[src/rtl/lstm_sequencer.sv]
// lstm_sequencer
//   Runs a single LSTM cell instance over a sequence of timesteps. Each input
//   sample becomes one cell step; the cell's y/C results are fed back as h/C
//   for the next step, and h0/C0 are loaded on the first step of a sequence.
//   Per-step outputs leave on a valid/ready stream. Steps never overlap,
//   because the next issue needs the previous step's hidden state.
//
// Ports
//   clk, rst              clock, synchronous active-high reset
//   h0, C0                initial hidden/cell state, sampled on a first step
//   s_x, s_last, s_valid  input sample stream; s_ready = controller in IDLE
//   cell_ready            cell can take operands
//   cell_{x,h,C}_in       cell operands (held from internal registers)
//   cell_*_in_valid       operand strobes, one-cycle pulse per step
//   cell_y_out, cell_C_out, cell_y_out_valid   cell results
//   m_y, m_last, m_valid, m_ready              output stream
//   step_idx              steps completed in this sequence (saturating)
//   err                   sticky: [0] cell timeout, [1] result outside WAIT
module lstm_sequencer #(
  parameter int WIDTH   = 16,
  parameter int TIMEOUT = 15,
  parameter int CNT_W   = 16
) (
  input  logic             clk,
  input  logic             rst,
  input  logic [WIDTH-1:0] h0,
  input  logic [WIDTH-1:0] C0,
  input  logic [WIDTH-1:0] s_x,
  input  logic             s_last,
  input  logic             s_valid,
  output logic             s_ready,
  input  logic             cell_ready,
  output logic [WIDTH-1:0] cell_x_in,
  output logic [WIDTH-1:0] cell_h_in,
  output logic [WIDTH-1:0] cell_C_in,
  output logic             cell_x_in_valid,
  output logic             cell_h_in_valid,
  output logic             cell_C_in_valid,
  input  logic [WIDTH-1:0] cell_y_out,
  input  logic [WIDTH-1:0] cell_C_out,
  input  logic             cell_y_out_valid,
  output logic [WIDTH-1:0] m_y,
  output logic             m_last,
  output logic             m_valid,
  input  logic             m_ready,
  output logic [CNT_W-1:0] step_idx,
  output logic [1:0]       err
);

  localparam int TW = $clog2(TIMEOUT + 1);

  typedef enum logic [1:0] {
    IDLE,
    ISSUE,
    WAIT,
    HOLD
  } state_t;

  state_t           state;
  state_t           state_next;
  logic [WIDTH-1:0] x_reg;
  logic [WIDTH-1:0] h_reg;
  logic [WIDTH-1:0] c_reg;
  logic             last_reg;
  logic             first;
  logic [TW-1:0]    wait_cnt;
  logic             strobe;
  logic             timeout;

  // Timeout fires on the last of TIMEOUT WAIT cycles when no result showed up.
  always_comb begin
    timeout = (state == WAIT) && !cell_y_out_valid &&
              (wait_cnt == TW'(TIMEOUT - 1));
  end

  always_comb begin
    state_next = state;
    case (state)
      IDLE:  if (s_valid) state_next = ISSUE;
      ISSUE: if (cell_ready) state_next = WAIT;
      WAIT: begin
        if (cell_y_out_valid) state_next = HOLD;
        else if (timeout)     state_next = IDLE;
      end
      HOLD:  if (m_ready) state_next = IDLE;
      default: state_next = IDLE;
    endcase
  end

  always_comb begin
    s_ready         = (state == IDLE);
    strobe          = (state == ISSUE) && cell_ready;
    cell_x_in_valid = strobe;
    cell_h_in_valid = strobe;
    cell_C_in_valid = strobe;
    cell_x_in       = x_reg;
    cell_h_in       = h_reg;
    cell_C_in       = c_reg;
  end

  always_ff @(posedge clk) begin
    if (rst) begin
      state    <= IDLE;
      x_reg    <= '0;
      h_reg    <= '0;
      c_reg    <= '0;
      last_reg <= 1'b0;
      first    <= 1'b1;
      wait_cnt <= '0;
      m_y      <= '0;
      m_last   <= 1'b0;
      m_valid  <= 1'b0;
      step_idx <= '0;
      err      <= '0;
    end else begin
      state <= state_next;
      case (state)
        IDLE: begin
          if (s_valid) begin
            x_reg    <= s_x;
            last_reg <= s_last;
            if (first) begin
              h_reg <= h0;
              c_reg <= C0;
              first <= 1'b0;
            end
          end
        end
        ISSUE: begin
          if (cell_ready) wait_cnt <= '0;
        end
        WAIT: begin
          wait_cnt <= wait_cnt + TW'(1);
          if (cell_y_out_valid) begin
            h_reg   <= cell_y_out;
            c_reg   <= cell_C_out;
            m_y     <= cell_y_out;
            m_last  <= last_reg;
            m_valid <= 1'b1;
          end else if (timeout) begin
            // Abandon the sequence; the next sample restarts from h0/C0.
            err[0]   <= 1'b1;
            first    <= 1'b1;
            step_idx <= '0;
          end
        end
        HOLD: begin
          if (m_ready) begin
            m_valid <= 1'b0;
            // End of sequence clears the counter instead of incrementing it.
            if (m_last) begin
              first    <= 1'b1;
              step_idx <= '0;
            end else if (step_idx != '1) begin
              step_idx <= step_idx + CNT_W'(1);
            end
          end
        end
        default: ;
      endcase
      if (cell_y_out_valid && (state != WAIT)) err[1] <= 1'b1;
    end
  end

endmodule
[config.mk]
export PLATFORM = sky130hd
export DESIGN_NAME = lstm_sequencer
export DESIGN_NICKNAME = d
export VERILOG_FILES = /design/src/rtl/lstm_sequencer.sv
export SDC_FILE = /design/constraint.sdc
export NUM_CORES = 1
export LEC_CHECK = 0
export CAP_MARGIN = 20
export CORE_MARGIN = 1
export CORE_UTILIZATION = 45
export DETAILED_ROUTE_END_ITERATION = 8
export PLACE_DENSITY = 0.91
export SLEW_MARGIN = 20
export SYNTH_ARGS = -nofsm -noshare
export SYNTH_HDL_FRONTEND = slang
export SYNTH_SLANG_ARGS = --single-unit
[constraint.sdc]
create_clock -name clk -period 3.38 [get_ports clk]
set_clock_uncertainty 0.05 [all_clocks]
set_input_delay 0.507 -clock clk [delete_from_list [all_inputs] [get_ports clk]]
set_output_delay 0.507 -clock clk [all_outputs]
set_load 0.005 [all_outputs]
=== Yosys cells after proc, flatten, opt, wreduce, memory -nomap -nowiden ===
Cells that the tools add are included.

* Bits in registers: 92
* Bits of input ports: 87
* Output and inout bits: 88
* Logic and storage cells: 82

* $add $sub $neg: 2
* Equality and inequality tests: 16
* Multiplexer cells: 31
* Bitwise operators: 1
* Reductions and logical operators: 19

{| class="wikitable"
|+ Operators with widths
! operator !! count
|-
| 16-bit 2-to-1 mux || 11
|-
| 16-bit case mux with 2 select lines || 3
|-
| 2-bit inequality test (second input constant) || 9
|-
| 16-bit by 1-bit adder with 16-bit output (second input constant) || 1
|-
| 16-bit inequality test (second input constant) || 1
|-
| 2-bit 2-to-1 mux || 5
|-
| 2-bit case mux with 4 select lines || 1
|-
| 4-bit case mux with 2 select lines || 1
|-
| 4-bit AND reduction || 2
|-
| 1-bit 2-to-1 mux || 7
|-
| 3-bit inequality test (second input constant) || 2
|-
| 2-bit AND reduction || 3
|-
| 3-bit AND reduction || 2
|-
| 6-bit AND reduction || 1
|-
| 2-bit nonzero test || 3
|-
| 5-bit AND reduction || 1
|-
| 4-bit by 1-bit adder with 4-bit output (second input constant) || 1
|-
| 2-bit == test (second input constant) || 2
|-
| 4-bit == test (second input constant) || 1
|-
| 1-bit logical AND || 4
|-
| 4-bit 2-to-1 mux || 1
|-
| 1-bit case mux with 3 select lines || 1
|-
| 3-bit nonzero test || 1
|-
| 2-bit by 1-bit == test with 1-bit output (second input constant) || 1
|-
| other kinds (4) || 4
|}

=== Logic depth before layout (Yosys ltp) ===
* Word-level depth: 6
* Mapped depth: 8

=== Least setup slack after synthesis ===
OpenSTA, ideal clock, no wires.

* Path kind: register -> output
* Start point: reg state[0]
* End point: out cell_h_in_valid
* Data arrival time: 1.089 ns
* Data required time: 2.823 ns
* Slack: 1.734 ns
* Cell stages (with the launch flop): 5
* Path buffers: 2
* Cell sequence: dfxtp_1 -> buf_4 -> nand2_1 -> nor2_1 -> buf_4

* Longest elaborated chain between the ends: 2

{| class="wikitable"
|+ Ends and longest elaborated chain
! what !! line !! source
|-
| start, declared || 59 || <nowiki>state_t state;</nowiki>
|-
| start signal, assigned || 116 || <nowiki>state <= state_next;</nowiki>
|-
| 2-bit by 1-bit == test with 1-bit output || 92 || <nowiki>strobe = (state == ISSUE) && cell_ready;</nowiki>
|-
| 1-bit logical AND || 92 ||
|-
| end, declared || 37 || <nowiki>output logic cell_h_in_valid,</nowiki>
|}

No other way between the ends.

=== Final worst setup path ===
* Start point: reg state[0]
* End point: out cell_C_in_valid

* Longest elaborated chain between the ends: 2

{| class="wikitable"
|+ Ends and longest elaborated chain
! what !! line !! source
|-
| 2-bit by 1-bit == test with 1-bit output || 92 ||
|-
| 1-bit logical AND || 92 ||
|-
| end, declared || 38 || <nowiki>output logic cell_C_in_valid,</nowiki>
|}

No other way between the ends.

==> results list <==
* Run status: finished clean
- The layout has between 600 and 700 filler cells.
- After floorplanning, the core was divided into 33 placement rows.
* Clock latency of the later-clocked register in the worst-skew pair: 0.36 ns
* Global-route congestion overflow total: 0
- Top routing layer used: met4
- Fraction of synthesis flops using an asynchronous set or reset pin: 0
* Total routed wire length on the met1 layer: 4390 um
- Peak supply drop: approximately 240 uV
- The first global-routing pass estimated around 18,000 um of wire.
- The first TritonRoute pass finished after 5 iterations.
- The number of hold buffers added after CTS was 0.
- Average footprint of a synthesized cell: 7.81 um^2
- Routability-driven placement finished with a final weighted congestion of 0.909.
- Cell Area, Placed: approximately 0.0057 mm^2
* Global-route usage over all layers: 0.250
* CP max FO: 15
- Antenna diodes: 0
- Post-CTS Resized: 0
- Data on the critical path is required at its endpoint by 2.82 ns.
- Seq cells post-synth: 92
- Layout Cell Area excl Fill: between 0.005 and 0.006 mm^2
- RSZ-0062 raised after global routing: false
- Count of H-tree levels built during CTS: 3
- Total setup violations reported at the end of the flow: 0
* Power Total: 2.58 mW
- Register-to-register setup slack: 1.02 ns
* Critical Path Sink Type: primary output
- The root buffer cell chosen for the clock tree is clkbuf_8.
- After synthesis the cells add up to 0.00396 mm^2.
- In the routed design, unresolved DRC markers number 0.
- Vias in the first global route: slightly below 4,000
- After detailed routing, the met2 layer carries 5720 um of wire.
* Leakage power: about 2.1 nW
- After detailed placement, the design holds a cell count of about 750.
* Pin count of the biggest net entering global routing: 85
* Number of buffers between clock root and the deepest sink: 2
- In the final layout, the share of cells above drive strength 1 is 0.0439.
* Type of the worst min-delay path: register to register
- Post-Place Worst Slack: 0.814 ns
* Met3 WL: 838 um
- Final std cells w/o fill: about 770
* Tcrit/Tclk final: 0.814
* Total power density per cell area: 436 mW/mm^2
- Input and output buffers added on the ports amount to around 170.
- During synthesis, Yosys emitted a total of 0 warnings.
- Detailed placement ended at an HPWL of 8010 um.
* Floorplan die area: 0.00917 mm^2
- The number of hold violations in the final report is 0.
* Post-synthesis cell type count: 45
- Minimum clock period after layout: between 2 and 3 ns
- Overall via count from detail_route: 4,177
* Area grow syn2layout: 49.2%
- Number of routed nets with antenna violations: 0
- Chip width: between 90 and 100 um
- Syn nets: 597
- By startpoint and endpoint, the worst setup path is classified as register to primary output.
* Maxcap violations: 0
* Net count reported at finish: ~750
* Mean routed wirelength per cell: about 15 um
- After detailed routing, the total wire length is 11,300 um.
* Most frequent cells in the layout: clkdlybuf4s50_1 (173), nand2_1 (148), dfxtp_1 (92)
- The die is 95.8 um tall.
* Relative slew slack: 0.404
- Final hold analysis gives a worst-case slack of 0.405 ns.
- Final WS setup: 0.630 ns
- For this run, the leading register cell type out of synthesis is dfxtp_1.
* Sequential-to-total area share from yosys stat: 0.465
* Number of standard cells after synthesis: roughly 510
- Data arrives at the worst endpoint at ~2.2 ns.
- The total area inside the core boundary comes to 0.00838 mm^2.
- Postcts setup bufs: 0
- Number of clock sinks: 92
- Clock transition at the registers of the reported paths: 0.09 ns
- I/O pin cnt: 175
- STA classifies the critical path startpoint as a register.
* TritonCTS clock tree: built
* Highest clock frequency the design can meet: 364 MHz
- Number of pins exceeding their max-slew limit in the final report: 0
- Initial antenna violation count: 0
- The number of clock buffers added by TritonCTS is 9.
* Sum of negative setup slack: 0 ns
* Most common library cell in the layout ignoring fill and taps: clkdlybuf4s50_1
* Number of design-rule violations left by the first detailed-router iteration: 221
* Fin util: 0.704
* Starting Density: 0.472
* EDFF count, synth: 0
* Post-detailed-route via-to-cell ratio: 5.45
- For the pin with the worst max-slew slack, the measured transition is 0.894 ns.
power by group:
group          switching, mW  internal [mW]  leakage (nW)
clock                  0.381          0.482         0.111
combinational          0.219          0.285          1.25
sequential            0.0474           1.16         0.752
total                  0.647           1.93          2.12
cells in the mapped netlist, types with 2 or more instances:
master    instances  area share
buf_2            17       0.021
a21oi_1          53       0.067
and3_1            2      0.0032
a211oi_1          2      0.0038
nand2b_1          3      0.0047
nand3_1          11       0.014
nand2_1         148        0.14
ha_1              3      0.0095
clkbuf_1         13       0.012
o21ai_0          10       0.013
and4_1            3      0.0066
nor2_1           53       0.050
and2_1            5      0.0079
nand4_2           2      0.0063
a31oi_1           3      0.0047
o21ai_1           5      0.0063
o31ai_1           6       0.011
o211ai_1          2      0.0038
nor3_1            4      0.0051
dfxtp_1          92        0.47
buf_4             5      0.0095
clkbuf_2          2      0.0025
nand4_1           4      0.0063
a41oi_1           2      0.0044
a311oi_1         33       0.073
inv_1             5      0.0047
kinds of logic (layout without fill, tap and decap cells):
family / Yosys count / after routing / share of synthesized area
simple gates: 244 / 244 / 0.262
flops: 92 / 92 / 0.465
xor+xnor: 1 / 1 / 0.00221
fa+ha+maj: 3 / 3 / 0.00949
buf+inv: 43 / 197 / 0.0515
mux: 1 / 1 / 0.00253
compound gates: 123 / 123 / 0.206
routing by layer:
layer,up-vias,global-route usage
li1,2043,-
met1,1929,0.288
met2,173,0.435
met3,32,0.0592
met4,0,0.123
met5,-,0
critical path: stages, from the launching register on:
cell,delay [ns]
dfxtp_1,0.67
nand2_1,0.19
nor2_1,0.38
clkdlybuf4s50_1,0.59
final cells by class:
class	count	area, um^2	share of cell area
Multi-Input combinational cell	372	1920	0.325
Sequential cell	92	1840	0.312
Clock inverter	5	103	0.0174
Inverter	5	18.8	0.00318
Tap cell	105	131	0.0223
Timing Repair Buffer	178	1770	0.299
Clock buffer	9	124	0.0210
final timing paths:
path              startpoint               to  cells past startpoint
hold / removal        m_y[9]           m_y[9]                      2
hold reg to reg       m_y[9]           m_y[9]                      2
setup / recovery    state[0]  cell_C_in_valid                      3
setup reg to reg    state[1]           m_y[5]                      6
(Power assumes the default switching activity.)
